## src/rtl/fetch_pkg.sv

```systemverilog
// Shared types and constants for the instruction fetch unit.
package fetch_pkg;

    // Queue entries are sized for the widest supported PC and instruction.
    localparam int unsigned PC_W       = 32;
    localparam int unsigned INSTR_W    = 32;
    localparam int unsigned INSTR_STEP = 4;
    localparam int unsigned WORD_SHIFT = 2;

    typedef struct packed {
        logic [PC_W-1:0]    pc;
        logic [INSTR_W-1:0] instr;
    } fetch_entry_t;

endpackage

```

## src/rtl/fetch_queue.sv

```systemverilog
// Circular instruction queue with push/pop/flush; push and pop may coincide at any occupancy.
import fetch_pkg::*;

module fetch_queue #(
    parameter  int unsigned DEPTH = 4,
    localparam int unsigned PTR_W = $clog2(DEPTH),
    localparam int unsigned CNT_W = PTR_W + 1
) (
    input  logic               clk,
    input  logic               rst_n,
    input  logic               push,
    input  fetch_entry_t       push_entry,
    input  logic               pop,
    input  logic               flush,
    output fetch_entry_t       head,
    output logic [CNT_W-1:0]   count
);

    fetch_entry_t       mem [DEPTH];
    logic [PTR_W-1:0]   wr_ptr;
    logic [PTR_W-1:0]   rd_ptr;

    // Pointer and occupancy tracking; flush wins over push/pop.
    always_ff @(posedge clk) begin
        if (!rst_n || flush) begin
            wr_ptr <= '0;
            rd_ptr <= '0;
            count  <= '0;
        end else begin
            if (push) wr_ptr <= wr_ptr + PTR_W'(1);
            if (pop)  rd_ptr <= rd_ptr + PTR_W'(1);
            count <= count + CNT_W'(push) - CNT_W'(pop);
        end
    end

    always_ff @(posedge clk) begin
        if (push && !flush) mem[wr_ptr] <= push_entry;
    end

    assign head = mem[rd_ptr];

endmodule

```

## src/rtl/fetch_unit.sv

```systemverilog
// Instruction fetch: sequential PC, one-cycle memory reads, branch redirect, decode queue.
// Optional performance counters are built when FETCH_PERF_EN is defined.
import fetch_pkg::*;

module fetch_unit #(
    parameter int unsigned        ADDR_W   = 32,
    parameter int unsigned        DATA_W   = 32,
    parameter int unsigned        Q_DEPTH  = 4,
    parameter logic [ADDR_W-1:0]  RESET_PC = '0
) (
    input  logic              clk,
    input  logic              rst_n,
    input  logic              br_taken,
    input  logic              br_abs,
    input  logic [ADDR_W-1:0] br_pc,
    input  logic [15:0]       br_rel,
    input  logic [ADDR_W-1:0] br_base,
    input  logic [15:0]       br_off,
    output logic              im_rd_en,
    output logic [ADDR_W-1:0] im_addr,
    input  logic [DATA_W-1:0] im_rdata,
    output logic              if_valid,
    input  logic              if_ready,
    output logic [DATA_W-1:0] if_instr,
    output logic [ADDR_W-1:0] if_pc
`ifdef FETCH_PERF_EN
    ,
    output logic [31:0]       perf_fetch,
    output logic [31:0]       perf_redirect
`endif
);

    localparam int unsigned CNT_W = $clog2(Q_DEPTH) + 1;
    localparam int unsigned OCC_W = CNT_W + 1;
    localparam logic [ADDR_W-1:0] ALIGN_MASK = ~ADDR_W'(INSTR_STEP - 1);

    logic [ADDR_W-1:0] fetch_pc;
    logic [ADDR_W-1:0] inflight_pc;
    logic              inflight;
    logic [ADDR_W-1:0] rel_off;
    logic [ADDR_W-1:0] abs_off;
    logic [ADDR_W-1:0] target;
    logic [CNT_W-1:0]  q_count;
    logic [OCC_W-1:0]  occupancy;
    logic              issue;
    logic              push;
    logic              pop;
    fetch_entry_t      push_entry;
    fetch_entry_t      head;

    // Redirect target, word aligned.
    always_comb begin
        rel_off = ADDR_W'($signed(br_rel)) << WORD_SHIFT;
        abs_off = ADDR_W'($signed(br_off));
        target  = (br_abs ? (br_base + abs_off) : (br_pc + rel_off)) & ALIGN_MASK;
    end

    // A read is only issued when its response is guaranteed a queue slot.
    assign occupancy = OCC_W'(q_count) + OCC_W'(inflight);
    assign issue     = rst_n && !br_taken && (occupancy < OCC_W'(Q_DEPTH));
    assign push      = inflight && !br_taken;
    assign pop       = if_valid && if_ready;

    assign push_entry.pc    = PC_W'(inflight_pc);
    assign push_entry.instr = INSTR_W'(im_rdata);

    // Issue with br_taken low means a redirect also kills the outstanding read.
    always_ff @(posedge clk) begin
        if (!rst_n) begin
            fetch_pc    <= RESET_PC & ALIGN_MASK;
            inflight    <= 1'b0;
            inflight_pc <= '0;
        end else begin
            if (br_taken)   fetch_pc <= target;
            else if (issue) fetch_pc <= fetch_pc + ADDR_W'(INSTR_STEP);
            inflight <= issue;
            if (issue) inflight_pc <= fetch_pc;
        end
    end

    fetch_queue #(
        .DEPTH      (Q_DEPTH)
    ) u_queue (
        .clk        (clk),
        .rst_n      (rst_n),
        .push       (push),
        .push_entry (push_entry),
        .pop        (pop),
        .flush      (br_taken),
        .head       (head),
        .count      (q_count)
    );

    assign im_rd_en = issue;
    assign im_addr  = fetch_pc;
    assign if_valid = (q_count != '0);
    assign if_pc    = if_valid ? ADDR_W'(head.pc)    : '0;
    assign if_instr = if_valid ? DATA_W'(head.instr) : '0;

`ifdef FETCH_PERF_EN
    always_ff @(posedge clk) begin
        if (!rst_n) begin
            perf_fetch    <= '0;
            perf_redirect <= '0;
        end else begin
            if (pop)      perf_fetch    <= perf_fetch + 32'd1;
            if (br_taken) perf_redirect <= perf_redirect + 32'd1;
        end
    end
`endif

endmodule

```

## config.mk

```make
export PLATFORM = sky130hd
export DESIGN_NAME = fetch_unit
export DESIGN_NICKNAME = d
export VERILOG_FILES = /design/src/rtl/fetch_pkg.sv /design/src/rtl/fetch_queue.sv /design/src/rtl/fetch_unit.sv
export SDC_FILE = /design/constraint.sdc
export NUM_CORES = 1
export LEC_CHECK = 0
export ABC_AREA = 1
export ABC_CLOCK_PERIOD_IN_PS = 10000
export CAP_MARGIN = 30
export CELL_PAD_IN_SITES_DETAIL_PLACEMENT = 1
export CELL_PAD_IN_SITES_GLOBAL_PLACEMENT = 2
export CORE_UTILIZATION = 36
export CTS_CLUSTER_SIZE = 20
export DETAILED_ROUTE_END_ITERATION = 16
export GPL_TIMING_DRIVEN = 0
export PLACE_DENSITY = 0.95
export SYNTH_ARGS = -nofsm -noshare
export SYNTH_HDL_FRONTEND = slang
export SYNTH_HIERARCHICAL = 1
export SYNTH_SLANG_ARGS = --single-unit
```

## constraint.sdc

```tcl
create_clock -name clk -period 10 [get_ports clk]
set_input_delay 2 -clock clk [delete_from_list [all_inputs] [get_ports clk]]
set_output_delay 2 -clock clk [all_outputs]
set_load 0.03 [all_outputs]
```

==> flow_summary.yaml, run 1 <==
cts:
  cts_setup_buffers: 0
  root_buffer: "clkbuf_16"
  tritoncts: "built"
  ctsHoldBuffers: 0
  clockBufferDepth: 3
  clk_pin_slew_ns: 0.06
  numCtsBuffers: 31
  cts-resized-gates: 0
  clkLatencyLatePin_ns: 0.58
  htree_levels: 1
  cts_sinks: 326
placed_design:
  dpl.hpwl_um: 46800
  gp_congestion: 0.862
  dpl-instance-area_mm2: 0.0215
  port_buffers: 225
power_and_ir_drop:
  p_sw_w: 0.000941
  combinationalPowerShare_pct: 18.3
  sw_frac_of_total_pct: 27.7
  p_leak_nw: 9.65
  power_density_mw_per_mm2: 150
  p_int_w: 0.00246
  ir_drop_mv: 0.127
  pwr-share-clk_pct: 36.9
  p_seq_share_pct: 44.8
synth:
  synth_area_mm2: 0.0182
  synth_common_cells: "500 x nand2_1, 370 x nor2_1, 333 x inv_1"
  ys_warn_count: 6
  synth_top_area_cell: "edfxtp_1"
  yosys.area.top_type_share_pct: 42.3
  synth.avg_cell_area_um2: 7.93
  synth_most_common_cell: "nand2_1"
  ys_types: 44
  synth.area.top_cells: "edfxtp_1 42%, nand2_1 10%, dfxtp_1 7.7%, nor2_1 7.6%, inv_1 6.9%"
  synthArstFlopShare_pct: 0
  syn_inst: 2293
  ys.flop_type: "edfxtp_1"
  ys_seq_area_share_pct: 50.0
  synth-edff-count: 256
  synth_seq_cells: 326
layout:
  fillCellCount: 6045
  final_area_mm2: 0.0226
  regArea_mm2: 0.00909
  diodes: 0
  syn2layout_area_growth_pct: 24.4
  multiInputGateArea_mm2: 0.00755
  nNetsFinal: 2769
  layout-drive-gt1-share_pct: 4.63
critical_path:
  worst_setup_path_start_kind: "input pin"
  end_kind: "primary output"
  crit_required_ns: 8.00
  path_class: "input pin to primary output"
  cp.arrival_ns: 4.60
  cp_max_fo: 10
floorplanning:
  die_area_mm2: 0.0514
  die_h_um: 227
  core_area_mm2: 0.0500
  ios: 231
  rows: 82
  start_util_pct: 36.4
  die_x_um: 227
min_path:
  hold_class: "flop to flop"
routing:
  drt_iter0_drc: 824
  via_count: 16300
  drc: 0
  ant_nets: 0
  firstDrtPassIters: 5
  wl_um: 60400
  drt-wirelength-per-cell_um: 18.5
  viasPerCell: 5.00
sta:
  rsz0062_at_grt: "no"
  final_max_slew_viol_count: 0
  hold_viol: 0
  finalSetupViolations: 0
  tns_ns: 0
  clock.fmax_ghz: 0.152
  clock_skew_ns: 0.0277
  max-slew-margin-rel_pct: 40.2
  worstMarginPinSlew_ns: 0.897
  finalCriticalPeriod_ns: 6.60
  fin_crit_sh_pct: 66.0
grt:
  grt_use_total_pct: 23.6
  antenna_found_initial: 0
  grt_pass1_vias: 17400
  grt_pass1_wl_um: 94100
  gr-total-overflow: 0
  grt_max_degree: 28
job:
  cap_violations: 0
run_status:
  status: "complete, no violations"
==> power by group through the flow <==
stage               Combinational [W]  Sequential (W)  Clock [W]
CTS                          0.000627         0.00152    0.00127
global placement             0.000607         0.00155          0
finish                       0.000621         0.00152    0.00125
floorplan                    0.000337         0.00156          0
detailed placement           0.000622         0.00155          0
global route                 0.000687         0.00153    0.00132
==> critical path, stage by stage <==
cell and delay (ns):
clkdlybuf4s50_1 0.53, buf_2 0.26, nand3_2 0.26, inv_2 0.26, buf_1 0.49, clkdlybuf4s50_1 0.78
==> cells in the final DEF, fill, tap and decap left out, drive strengths merged, types with 41 or more instances in the layout <==
cell           count
edfxtp           256
ha                66
o21ai            270
clkdlybuf4s50    225
nand2            509
nand3            131
dfxtp             70
clkbuf            78
inv              339
buf               41
nor2             378
a21oi             88
==> state kept, by name (all words and copies together) (netlist names), named ones only <==
| register | cells |
|---|---|
| im_addr | 30 |
| inflight | 1 |
| inflight_pc | 30 |
| u_queue/count | 3 |
| u_queue/mem | 256 |
| u_queue/rd_ptr | 2 |
| u_queue/wr_ptr | 2 |
==> path summary, 6_finish.rpt <==
check	startpoint	to	slack (ns)	cells past startpoint
worst min register to register	inflight_pc[16]$_SDFFE_PN0P_	inflight_pc[16]$_SDFFE_PN0P_	0.51	2
worst max register to register	u_queue/count[1]$_SDFF_PP0_	u_queue/count[2]$_SDFF_PP0_	6.80	10
worst min-delay path	inflight_pc[16]$_SDFFE_PN0P_	inflight_pc[16]$_SDFFE_PN0P_	0.51	2
worst max-delay path	rst_n	im_rd_en	3.40	6
==> area by class of cell <==
| cell class | count | share of cell area [%] |
|---|---|---|
| Clock inverter | 23 | 1.26 |
| Clock buffer | 35 | 3.63 |
| Tap cell | 672 | 3.72 |
| Buffer | 76 | 1.53 |
| Timing Repair Buffer | 233 | 10.7 |
| Sequential cell | 326 | 40.2 |
| Inverter | 338 | 5.61 |
| Multi-Input combinational cell | 1562 | 33.4 |
==> stage by stage <==
| step | hold slack, ns | worst slack (ns) | total power [W] | utilization (%) | cells |
|---|---|---|---|---|---|
| floorplan | 0.460 | 4.10 | 0.00190 | - | 2302 |
| global placement | 0.477 | 0.857 | 0.00216 | 42.7 | 3199 |
| detailed placement | 0.494 | 3.25 | 0.00217 | 43.1 | 3207 |
| CTS | 0.508 | 3.25 | 0.00342 | 45.3 | 3265 |
| global route | 0.522 | 3.19 | 0.00353 | 45.3 | 3265 |
| finish | 0.508 | 3.40 | 0.00340 | 45.3 | 3265 |
==> layer usage <==
metal | vias to the layer above | track usage [%] | part of all wire, %
li1 | 8013 | - | -
met1 | 7914 | 26.6 | 41
met2 | 330 | 45.7 | 52
met3 | 69 | 3.55 | 4.7
met4 | 0 | 5.88 | 2.1
met5 | - | 0 | 0
==> logic make-up after synthesis <==
logic type	Yosys count	synth area share, %
other cells	1	0.0206
buf+inv	414	8.87
compound gates	389	11.1
xor+xnor	19	0.915
fa+ha+maj	68	4.76
flops	326	50.0
simple gates	1076	24.4
Note: power is estimated with default switching activity, not from simulation.
==> run 2, diff against run 1 <==
ABC_CLOCK_PERIOD_IN_PS = 5470   (was 10000)
CORE_UTILIZATION = 30   (was 36)
PLACE_DENSITY = 0.86   (was 0.95)
clock period = 5.47 ns   (was 10 ns; I/O delays follow)
==> flow_summary.yaml, run 2 (synthesis results as in run 1) <==
floorplanning:
  die_x_um: 248
  die_h_um: 248
  die_area_mm2: 0.0616
  rows: 89
  start_util_pct: 30.6
  core_area_mm2: 0.0595
  ios: 231
grt:
  grt_max_degree: 29
  gr-total-overflow: 0
  grt_pass1_vias: 17100
  grt_use_total_pct: 20.0
  grt_pass1_wl_um: 95100
  antenna_found_initial: 1
critical_path:
  path_cells: "clkdlybuf4s50_1 -> buf_2 -> nand3_2 -> inv_2 -> buf_1 -> clkdlybuf4s50_1"
  path_delay_family: "buffers and inverters"
  cp_max_fo: 10
  worst_setup_path_start_kind: "input pin"
  end_kind: "primary output"
  cpPeakStageDelay_ns: 0.79
  cpMostUsedCell: "clkdlybuf4s50_1"
  crit_slowest_cell: "clkdlybuf4s50_1"
  path_class: "input pin to primary output"
  crit_required_ns: 4.38
  path_buf_inv: 5
  cp.arrival_ns: 3.71
placed_design:
  port_buffers: 225
  gp_congestion: 0.841
  dpl.hpwl_um: 47800
  dp.cells: 3309
sta:
  final_max_slew_viol_count: 0
  tns_ns: 0
  fin_crit_sh_pct: 87.9
  clock_skew_ns: 0.0121
  finalSetupViolations: 0
  max-slew-margin-rel_pct: 43.0
  clock.fmax_ghz: 0.208
  worstMarginPinSlew_ns: 0.852
  hold_viol: 0
  finalCriticalPeriod_ns: 4.81
  rsz0062_at_grt: "no"
cts:
  clkLatencyLatePin_ns: 0.52
  tritoncts: "built"
  ctsHoldBuffers: 0
  clk_pin_slew_ns: 0.06
  cts_setup_buffers: 0
  clockBufferDepth: 3
  htree_levels: 2
  root_buffer: "clkbuf_16"
  numCtsBuffers: 34
  cts_sinks: 326
  cts-resized-gates: 0
routing:
  drt_iter0_drc: 712
  via_count: 16200
  firstDrtPassIters: 5
  wl_um: 62000
  drt-wirelength-per-cell_um: 18.4
  drc: 0
  viasPerCell: 4.82
  ant_nets: 0
layout:
  final_cells: 3370
  nNetsFinal: 2773
  layout-drive-gt1-share_pct: 4.55
  layout_commonest_cell: "nand2_1"
  final_cell_mix: "500 x nand2_1, 366 x nor2_1, 333 x inv_1, 256 x edfxtp_1, 225 x clkdlybuf4s50_1"
  top_register: "u_queue/mem"
  largest_reg_flops: 256
  syn2layout_area_growth_pct: 25.0
power_and_ir_drop:
  power.total_w: 0.00617
  power_density_mw_per_mm2: 271
  p_leak_nw: 9.64
  ir_drop_mv: 0.175
job:
  cap_violations: 0
min_path:
  hold_class: "flop to flop"
run_status:
  status: "complete, no violations"
[run 2: changes by cell type in the layout (fill, tap and decap cells not counted), sizes merged]
cell	change
buf	+1
clkinv	-1
inv	-2
clkbuf	+9
diode	+1
bufinv	-4
[run 2: metal layers]
layer / global-route usage (%) / routed length [um]
met3: 3.31 / 2990
met5: 0 / 0
met4: 5.08 / 1350
met2: 38.0 / 32000
met1: 23.1 / 25700
[run 2: final cells by class]
cell class / instances / area, um2
Antenna cell: 1 / 2.50
Buffer: 76 / 345
Clock buffer: 44 / 920
Clock inverter: 16 / 160
Fill cell: 7195 / 36700
Inverter: 338 / 1270
Multi-Input combinational cell: 1562 / 7550
Sequential cell: 326 / 9090
Tap cell: 773 / 967
Timing Repair Buffer: 234 / 2430
[run 2: worst paths after layout]
path	from	endpoint	slack, ns	cells after the start
max	rst_n	im_rd_en	0.66	6
min	inflight_pc[6]$_SDFFE_PN0P_	u_queue/mem[0][38]$_DFFE_PP_	0.51	0
max reg2reg	u_queue/count[0]$_SDFF_PP0_	u_queue/count[2]$_SDFF_PP0_	2.63	11
min reg2reg	inflight_pc[6]$_SDFFE_PN0P_	u_queue/mem[0][38]$_DFFE_PP_	0.51	0
[run 2: worst reg2reg max path, stage by stage (launching register included)]
cell and delay [ns]:
dfxtp_1 0.34, nor3_1 0.43, clkbuf_1 0.43, buf_8 0.22, nor2_1 0.13, ha_1 0.30, inv_1 0.04, ha_1 0.18
fa_1 0.40, inv_1 0.07, nand3_1 0.08, a21oi_1 0.14
[run 2: stage by stage]
stage | instance area [um2] | setup slack, ns | hold WS [ns] | util [%]
6_report | 22700 | 0.661 | 0.509 | 38.2
5_1_grt | 22700 | 0.535 | 0.527 | 38.2
4_1_cts | 22700 | 0.561 | 0.513 | 38.2
3_5_place_dp | 21700 | 0.569 | 0.499 | 36.4
3_3_place_gp | 21400 | -2.86 | 0.478 | 36.1
2_1_floorplan | 18200 | 0.476 | 0.460 | -
[run 2: power by group]
part	total (W)	switching, W	internal (W)
Sequential	0.00279	0.0000638	0.00272
Combinational	0.00114	0.000736	0.000409
Clock	0.00224	0.000945	0.00129
Total	0.00617	0.00174	0.00442
